==> config.mk <==
export PLATFORM = sky130hd
export DESIGN_NAME = controller
export DESIGN_NICKNAME = d
export VERILOG_FILES = /design/src/rtl/controller_pkg.sv /design/src/rtl/controller_onehot5to32.sv /design/src/rtl/controller.sv
export SDC_FILE = /design/constraint.sdc
export NUM_CORES = 1
export LEC_CHECK = 0
export CORE_MARGIN = 2
export CORE_UTILIZATION = 28
export CTS_BUF_LIST = sky130_fd_sc_hd__clkbuf_4
export DETAILED_ROUTE_END_ITERATION = 7
export PLACE_DENSITY = 0.83
export SLEW_MARGIN = 30
export SYNTH_ARGS = -nofsm -noshare
export SYNTH_HDL_FRONTEND = slang
export SYNTH_SLANG_ARGS = --single-unit
==> constraint.sdc <==
create_clock -name clk -period 2.88 [get_ports clk]
set_input_delay 0.576 -clock clk [delete_from_list [all_inputs] [get_ports clk]]
set_output_delay 0.576 -clock clk [all_outputs]
set_load 0.1 [all_outputs]
==> src/rtl/controller_pkg.sv <==
// Shared encodings for the processor control FSM: opcodes, instruction field
// positions, state codes and the default empty-stack pointer value.
package controller_pkg;

    localparam logic [31:0] STACK_TOP_DEFAULT = 32'h0000_FFFF;

    localparam logic [5:0] OP_ALU    = 6'h00;
    localparam logic [5:0] OP_SHIFT  = 6'h01;
    localparam logic [5:0] OP_LOAD   = 6'h02;
    localparam logic [5:0] OP_STORE  = 6'h03;
    localparam logic [5:0] OP_BRANCH = 6'h04;
    localparam logic [5:0] OP_JMP    = 6'h05;
    localparam logic [5:0] OP_CALL   = 6'h06;
    localparam logic [5:0] OP_RET    = 6'h07;
    localparam logic [5:0] OP_MOV    = 6'h0A;

    localparam int OPC_MSB = 31;
    localparam int OPC_LSB = 26;
    localparam int FA_MSB  = 25;
    localparam int FA_LSB  = 21;
    localparam int FB_MSB  = 20;
    localparam int FB_LSB  = 16;
    localparam int FC_MSB  = 15;
    localparam int FC_LSB  = 11;
    localparam int SH_MSB  = 10;
    localparam int SH_LSB  = 6;
    localparam int FN_MSB  = 3;
    localparam int FN_LSB  = 0;

    typedef enum logic [4:0] {
        S_RESET   = 5'd0,
        S_FETCH   = 5'd1,
        S_ALU_A   = 5'd2,
        S_ALU_B   = 5'd3,
        S_ALU_WB  = 5'd4,
        S_LD_ADDR = 5'd5,
        S_LD_DATA = 5'd6,
        S_ST_ADDR = 5'd7,
        S_ST_DATA = 5'd8,
        S_CMP_A   = 5'd9,
        S_CMP_B   = 5'd10,
        S_BRANCH  = 5'd11,
        S_JUMP    = 5'd12,
        S_PUSH    = 5'd13,
        S_POP     = 5'd14,
        S_RET_LD  = 5'd15,
        S_MOV     = 5'd16,
        S_NOP     = 5'd17
    } state_e;

endpackage

==> src/rtl/controller_onehot5to32.sv <==
// 5-to-32 one-hot decoder for register write enables; all zero when not valid.
module onehot5to32 (
    input  logic [4:0]  idx_i,
    input  logic        valid_i,
    output logic [31:0] onehot_o
);

    always_comb begin
        onehot_o = '0;
        if (valid_i) begin
            onehot_o[idx_i] = 1'b1;
        end
    end

endmodule

==> src/rtl/controller.sv <==
// Multi-cycle control FSM: the state register is the only flop, all strobes
// are Moore-decoded from that register and the held instruction word.
module controller
    import controller_pkg::*;
#(
    parameter logic [31:0] STACK_TOP = STACK_TOP_DEFAULT
) (
    input  logic        clk,
    input  logic        reset,
    input  logic [31:0] instruction,
    input  logic [31:0] stack,
    input  logic [31:0] comp,
    output logic [31:0] rst,
    output logic [31:0] en,
    output logic [4:0]  sel,
    output logic [4:0]  shamt,
    output logic [3:0]  alu_func,
    output logic [4:0]  state,
    output logic        dne,
    output logic        rw,
    output logic        gtprev,
    output logic        encntr,
    output logic        aluen,
    output logic        jumping,
    output logic        op,
    output logic        compen,
    output logic        compopen,
    output logic        sp_pc,
    output logic        ensp,
    output logic        straddress,
    output logic        ret,
    output logic        dec
);

    state_e      state_q, state_d;
    logic [5:0]  opcode;
    logic [4:0]  fa, fb, fc;
    logic [4:0]  en_idx;
    logic        en_vld;
    logic        unused_bits;

    assign opcode      = instruction[OPC_MSB:OPC_LSB];
    assign fa          = instruction[FA_MSB:FA_LSB];
    assign fb          = instruction[FB_MSB:FB_LSB];
    assign fc          = instruction[FC_MSB:FC_LSB];
    assign shamt       = instruction[SH_MSB:SH_LSB];
    assign state       = state_q;
    assign rst         = (state_q == S_RESET) ? 32'hFFFF_FFFF : 32'h0;
    assign unused_bits = ^{instruction[5:4], comp[31:1]};

    always_ff @(posedge clk or negedge reset) begin
        if (!reset) begin
            state_q <= S_RESET;
        end else begin
            state_q <= state_d;
        end
    end

    always_comb begin
        state_d    = state_q;
        sel        = 5'd0;
        alu_func   = 4'd0;
        dne        = 1'b0;
        rw         = 1'b0;
        gtprev     = 1'b0;
        encntr     = 1'b0;
        aluen      = 1'b0;
        jumping    = 1'b0;
        op         = 1'b0;
        compen     = 1'b0;
        compopen   = 1'b0;
        sp_pc      = 1'b0;
        ensp       = 1'b0;
        straddress = 1'b0;
        ret        = 1'b0;
        dec        = 1'b0;
        en_idx     = 5'd0;
        en_vld     = 1'b0;
        case (state_q)
            S_RESET: state_d = S_FETCH;
            S_FETCH: begin
                gtprev = 1'b1;
                encntr = 1'b1;
                // A full stack blocks CALL and an empty stack blocks RET; both degrade to NOP.
                case (opcode)
                    OP_ALU, OP_SHIFT: state_d = S_ALU_A;
                    OP_LOAD:   state_d = S_LD_ADDR;
                    OP_STORE:  state_d = S_ST_ADDR;
                    OP_BRANCH: state_d = S_CMP_A;
                    OP_JMP:    state_d = S_JUMP;
                    OP_CALL:   state_d = (stack == 32'h0) ? S_NOP : S_PUSH;
                    OP_RET:    state_d = (stack == STACK_TOP) ? S_NOP : S_POP;
                    OP_MOV:    state_d = S_MOV;
                    default:   state_d = S_NOP;
                endcase
            end
            S_ALU_A: begin
                sel      = fa;
                alu_func = instruction[FN_MSB:FN_LSB];
                state_d  = (opcode == OP_SHIFT) ? S_ALU_WB : S_ALU_B;
            end
            S_ALU_B: begin
                sel      = fb;
                op       = 1'b1;
                alu_func = instruction[FN_MSB:FN_LSB];
                state_d  = S_ALU_WB;
            end
            S_ALU_WB: begin
                aluen    = 1'b1;
                alu_func = instruction[FN_MSB:FN_LSB];
                en_idx   = fc;
                en_vld   = 1'b1;
                dne      = 1'b1;
                state_d  = S_FETCH;
            end
            S_LD_ADDR, S_ST_ADDR: begin
                sel        = fa;
                straddress = 1'b1;
                state_d    = (state_q == S_LD_ADDR) ? S_LD_DATA : S_ST_DATA;
            end
            S_LD_DATA: begin
                en_idx  = fb;
                en_vld  = 1'b1;
                dne     = 1'b1;
                state_d = S_FETCH;
            end
            S_ST_DATA: begin
                sel     = fb;
                rw      = 1'b1;
                dne     = 1'b1;
                state_d = S_FETCH;
            end
            S_CMP_A: begin
                sel      = fa;
                compopen = 1'b1;
                state_d  = S_CMP_B;
            end
            S_CMP_B: begin
                sel     = fb;
                compen  = 1'b1;
                state_d = S_BRANCH;
            end
            S_BRANCH: begin
                sel     = fc;
                jumping = comp[0];
                dne     = 1'b1;
                state_d = S_FETCH;
            end
            S_JUMP: begin
                sel     = fa;
                jumping = 1'b1;
                dne     = 1'b1;
                state_d = S_FETCH;
            end
            S_PUSH: begin
                sp_pc   = 1'b1;
                rw      = 1'b1;
                ensp    = 1'b1;
                dec     = 1'b1;
                state_d = S_JUMP;
            end
            S_POP: begin
                sp_pc   = 1'b1;
                ensp    = 1'b1;
                state_d = S_RET_LD;
            end
            S_RET_LD: begin
                sp_pc   = 1'b1;
                ret     = 1'b1;
                jumping = 1'b1;
                dne     = 1'b1;
                state_d = S_FETCH;
            end
            S_MOV: begin
                sel     = fa;
                en_idx  = fb;
                en_vld  = 1'b1;
                dne     = 1'b1;
                state_d = S_FETCH;
            end
            S_NOP: begin
                dne     = 1'b1;
                state_d = S_FETCH;
            end
            default: state_d = S_RESET;
        endcase
    end

    onehot5to32 u_en_dec (
        .idx_i    (en_idx),
        .valid_i  (en_vld),
        .onehot_o (en)
    );

endmodule

==> results.md, run 1 <==
* Pre-antenna DRT Iters at 4
* Yosys warnings at 0
* Reg clk slew, reported paths at 0.05 ns
* Worst hold path class: in -> async
* Fin crit share at 100%
* Worst Setup End Kind: primary output
* Worst slew pin tran at 0.576 ns
* Synth Instances at 252
* Initial antenna violation count at 0
* Critical Path RT at 2.30 ns
* FF-to-FF path depth at 6
* WP depth at 6
* Syn nets at 350
* DRC violations left at 0
* Die height at 81.4 um
* Global-route wire length before repair at 11000 um
* Final min period at 2.88 ns
* DP Wirelength at 6080 um
* Cell family with most CP delay: simple AND/OR/NAND/NOR gates
* Fin. Hold Viols at 0
* Asr flop ratio synth at 100%
* Vias in the first global route at 2313
* Vias per cell at 5.47
* CP arrival at 2.31 ns
* PortBufs at 151
* Top-Level Pins at 195
* Starting Density at 28.7%
* Clk_lat worst skew at 0.25 ns
* CTS tree: done
* Via count at 2480
* Layout cells sized above 1 at 54.5%
* Flops & latches, synth at 5
* Final setup viols at 2
* Syn_area_per_cell at 6.66 um2
* RR Startpoint: state[1]$_DFF_PN0_
* Final Max Tran Viols at 0
* FMAX at 347 MHz
* Finished Core Util at 76.9%
* Register-to-register setup slack at 0.76 ns
* H-tree depth at 1
* Antenna diodes at 0
* Footprint of the multi-input gates at 1660 um2
* Capture point of the worst reg-to-reg path: state[2]$_DFF_PN0_
* Worst VDD drop at 1.07 mV
* Top cells by count, synth: nor2_1 (38), buf_4 (37), nand2_1 (16)
* Synthesized area at 1680 um2
* DRT antenna net count at 0
* Area grow syn2layout at 168%
* Largest net degree at the start of global routing at 33
* Clock sinks at 5
* Kind of critical path: reg -> out
* DIE AREA at 6630 um2
* Max Fanout on Critical Path at 16
* Core area at 5850 um2
* Design Power at 5.30 mW
* Largest cells by area after synthesis: buf_4 (17%), nor2_1 (8.5%), dfrtp_1 (7.5%), nand2_1 (3.6%), nand4_1 (3.4%)
* Number of synthesized flops with an enable pin at 0
* CP cell instances: and3b_1 > o21a_2 > nand3_1 > a21oi_1 > and2_2 > buf_12
* Number of flip-flops in the largest register at 5
* WHS at 0.535 ns
* Number of max-cap violations at 0
* Wirelength, routed at 7840 um
* Root buf cell: clkbuf_4
* Yosys top cell by area: buf_4
* Failing checks: negative setup slack
* Placer Congestion at 0.872
* Longest Clk Path Bufs at 2
* Top FF cell, synth: dfrtp_1
* Buf/Inv on CP at 1
* GRT overflow at 0
* Yosys top cell area share at 16.6%
* LEAKAGE at 1.58 nW
* Setup Skew at 0.00349 ns
* Hold_buf cts at 0
* Seq/Total Area, Yosys at 7.46%
* Count of cell types in the netlist at 63
* Slew headroom at 61.3%
* Number of buffers created by CTS at 3
* Most numerous cell in the Yosys netlist: nor2_1
* Startpoint types: register
* CP max stage cell: dfrtp_4
* WL/cell at 17.3 um
* Reg area at 144 um2
* Total global-route track usage at 20.4%
* Die width at 81.4 um
* DR iter-0 viols at 228
* Nets at 477
* Cell area power density at 1180 nW/um2
* Crit path largest cell delay at 0.57 ns
* Outcome: finished, violations left
* Row count at 28
* Filler cells at 328
* Setup ws final at -0.00423 ns
-- layout by cell type, fill, tap and decap left out, types with 8 or more instances in the layout --
cell type and instances:
buf_12 89, buf_4 22, clkdlybuf4s50_1 59, inv_1 8
nand2_1 10, nand3_1 8, nand4_1 9, nor2_1 9
nor2_4 30, nor4_1 9
-- metal layers --
metal,vias to the layer above,wire length [um],global-route usage (%)
li1,1143,-,-
met1,1156,2680,23.2
met2,164,4270,38.5
met3,17,699,3.30
met4,0,178,6.78
met5,-,0,0
-- what timing repair did --
action / 4_1_cts / 5_1_grt
gates resized for setup: 0 / 17
buffers inserted: 2 / 3
pin swaps: 1 / 1
setup endpoints to repair: 24 / 33
-- through the flow --
step / cell area, um2 / instances / worst slack, ns / TNS (ns)
after detailed placement: 4310 / 444 / 0.0704 / 0
final: 4500 / 453 / -0.00423 / -0.00733
after CTS: 4370 / 450 / -0.0472 / -0.187
after floorplan: 2150 / 252 / -0.265 / -8.85
after global placement: 4310 / 444 / 0.136 / 0
after global routing: 4500 / 453 / -0.0804 / -0.551
-- worst max-delay path by stage --
stage,slack (ns),from,endpoint
floorplan,-0.27,state[0]$_DFF_PN0_,en[4]
global placement,0.14,instruction[12],en[11]
detailed placement,0.07,instruction[12],en[11]
CTS,-0.05,state[3]$_DFF_PN0_,en[11]
global route,-0.08,state[4]$_DFF_PN0_,en[7]
finish,-0.004,state[4]$_DFF_PN0_,en[7]
-- worst reg2reg max path, delay by kind of cell, from the launching register on --
family	cells	cell delay (ns)
simple gates	3	0.87
flops	1	0.47
buf+inv	1	0.22
compound gates	2	0.42
-- final cells by class --
class,instances,share of cell area (%)
timing repair buffer,170,56.4
multi-input combinational,190,36.9
sequential,5,3.20
tap,75,2.09
inverter,9,0.751
clock buffer,4,0.667
-- power by group --
| part | leakage [nW] | internal [mW] | total (mW) | switching [mW] |
|---|---|---|---|---|
| registers | 0.0564 | 0.120 | 0.216 | 0.0964 |
| logic | 1.51 | 1.65 | 4.99 | 3.34 |
| clock network | 0.0184 | 0.0621 | 0.0952 | 0.0332 |
-- cells by family after synthesis --
| kind of cell | after synthesis | synth area share, % |
|---|---|---|
| flops | 5 | 7.46 |
| buf+inv | 57 | 22.3 |
| xor+xnor | 1 | 0.522 |
| compound gates | 61 | 27.8 |
| mux | 3 | 1.94 |
| simple gates | 125 | 40.0 |
Power figures use the tool's default switching activity.
==> run 2: changes to the inputs <==
--- a/config.mk
+++ b/config.mk
@@ -5,11 +5,11 @@
 export SDC_FILE = /design/constraint.sdc
 export NUM_CORES = 1
 export LEC_CHECK = 0
-export CORE_MARGIN = 2
-export CORE_UTILIZATION = 28
-export CTS_BUF_LIST = sky130_fd_sc_hd__clkbuf_4
+export CORE_AREA = 2 2 76 78
+export CTS_BUF_LIST = sky130_fd_sc_hd__clkbuf_8
 export DETAILED_ROUTE_END_ITERATION = 7
-export PLACE_DENSITY = 0.83
+export DIE_AREA = 0 0 78 80
+export DONT_BUFFER_PORTS = 1
 export SLEW_MARGIN = 30
 export SYNTH_ARGS = -nofsm -noshare
 export SYNTH_HDL_FRONTEND = slang
==> results.md, run 2 (synthesis gave the netlist of run 1 again) <==
* Row count at 27
* Setup ws final at -1.35 ns
* Starting Density at 31.0%
* CTS tree: done
* Clock sinks at 5
* Cell area power density at 1310 nW/um2
* Reg clk slew, reported paths at 0.04 ns
* Longest Clk Path Bufs at 2
* CP cell instances: or2_4 > nor2_4 > buf_16 > buf_16
* Final setup viols at 67
* Layout cells sized above 1 at 65.6%
* Number of buffers created by CTS at 3
* Placement Setup Slack at -1.39 ns
* RR Startpoint: state[0]$_DFF_PN0_
* Wirelength, routed at 7280 um
* Placed Area at 3030 um2
* Vias per cell at 5.67
* Crit path largest cell delay at 1.97 ns
* Commonest non-fill, non-tap cell in the layout: buf_12
* Die height at 80 um
* Largest net degree at the start of global routing at 30
* Final min period at 4.23 ns
* Buf/Inv on CP at 2
* DRC violations left at 0
* Placer Congestion at 0.815
* Startpoint types: register
* Critical Path RT at 2.30 ns
* Area grow syn2layout at 111%
* Via count at 2138
* Worst slew pin tran at 0.574 ns
* Final Max Tran Viols at 0
* Worst VDD drop at 3.49 mV
* Core area at 5410 um2
* Fin crit share at 147%
* Worst hold path class: in -> async
* Nets at 404
* Worst Setup End Kind: primary output
* DP Wirelength at 5140 um
* Top-Level Pins at 195
* Fin. Hold Viols at 0
* Max Fanout on Critical Path at 29
* Failing checks: negative setup slack
* Final TNS setup at -37.89 ns
* Initial antenna violation count at 0
* Register-to-register setup slack at 0.57 ns
* FMAX at 236 MHz
* Commonest cells after routing, fill and taps aside: buf_12 (48), buf_4 (37), nor2_4 (29)
* DIE AREA at 6240 um2
* FF-to-FF path depth at 7
* Final Instance Area at 3540 um2
* DR iter-0 viols at 252
* Capture point of the worst reg-to-reg path: state[1]$_DFF_PN0_
* Outcome: finished, violations left
* RSZ-0062 raised after global routing: true
* Kind of critical path: reg -> out
* Vias in the first global route at 2072
* Number of flip-flops in the largest register at 5
* PortBufs at 0
* Number of max-cap violations at 0
* Most common cell type on the critical path: buf_16
* LEAKAGE at 1.25 nW
* Total global-route track usage at 20.5%
* H-tree depth at 1
* Die width at 78 um
* DRT antenna net count at 0
* CP max stage cell: buf_16
* Clk_lat worst skew at 0.23 ns
* Design Power at 4.64 mW
* Slew headroom at 61.8%
* Global-route wire length before repair at 10300 um
* Pre-antenna DRT Iters at 4
* GRT overflow at 0
* Antenna diodes at 0
* CP arrival at 3.66 ns
* Cell family with most CP delay: buffers and inverters
* Setup Skew at 0.00327 ns
* Root buf cell: clkbuf_8
* WL/cell at 19.3 um
==> run 2: cell count changes in the layout (fill, tap and decap cells not counted), sizes merged <==
| cell | delta |
|---|---|
| buf | -14 |
| clkbuf | -1 |
| clkdlybuf4s50 | -59 |
| inv | +1 |
==> run 2: cell type report <==
cell class | count | area (um2)
clock buffer | 3 | 41.3
clock inverter | 1 | 3.75
fill | 394 | 1860
inverter | 9 | 33.8
multi-input combinational | 190 | 1820
sequential | 5 | 144
tap | 72 | 90.1
timing repair buffer | 97 | 1410
==> run 2: timing repair <==
| action | in CTS | in global routing |
|---|---|---|
| gates resized for setup | 38 | 26 |
| setup endpoints to repair | 71 | 71 |
| hold buffers | 0 | 0 |
| gates cloned | 1 | 0 |
| buffers inserted | 7 | 12 |
| pin swaps | 18 | 24 |
==> run 2: stage by stage <==
stage | hold slack, ns | cells | utilization [%]
CTS | 0.0418 | 366 | 61.9
finish | 0.0450 | 377 | 65.6
global route | 0.0414 | 377 | 65.6
detailed placement | 0.281 | 354 | 56.0
global placement | 0.281 | 354 | 56.0
floorplan | 0.280 | 252 | -
==> run 2: worst max-delay path by stage <==
stage | from | end | slack, ns | cells after the start
global placement | state[0]$_DFF_PN0_ | rst[14] | -1.39 | 4
detailed placement | state[3]$_DFF_PN0_ | rst[14] | -1.39 | 4
floorplan | state[0]$_DFF_PN0_ | en[4] | -0.27 | 7
global route | state[0]$_DFF_PN0_ | rst[14] | -1.42 | 4
CTS | state[0]$_DFF_PN0_ | rst[14] | -1.38 | 4
finish | state[0]$_DFF_PN0_ | rst[14] | -1.35 | 4
==> run 2: where the power goes <==
group | total [mW] | leakage [nW] | internal (mW) | switching, mW
combinational | 4.28 | 1.17 | 1.05 | 3.23
sequential | 0.232 | 0.0564 | 0.118 | 0.114
clock | 0.128 | 0.0269 | 0.0915 | 0.0365
total | 4.64 | 1.25 | 1.26 | 3.38
==> run 2: layer usage <==
metal / share of wire [%] / routed length [um] / GRT usage [%]
met5: 0 / 0 / 0
met3: 9.4 / 688 / 5.09
met4: 0.85 / 62 / 5.61
met2: 54 / 3900 / 38.1
met1: 36 / 2630 / 23.2
==> run 2: worst reg2reg max path: cells and delay by family (launching register included) <==
| kind | cells | cell delay, ns |
|---|---|---|
| buffers and inverters | 2 | 0.57 |
| DFF | 1 | 0.61 |
| AOI/OAI and AO/OA | 2 | 0.38 |
| and+or+nand+nor | 3 | 0.66 |
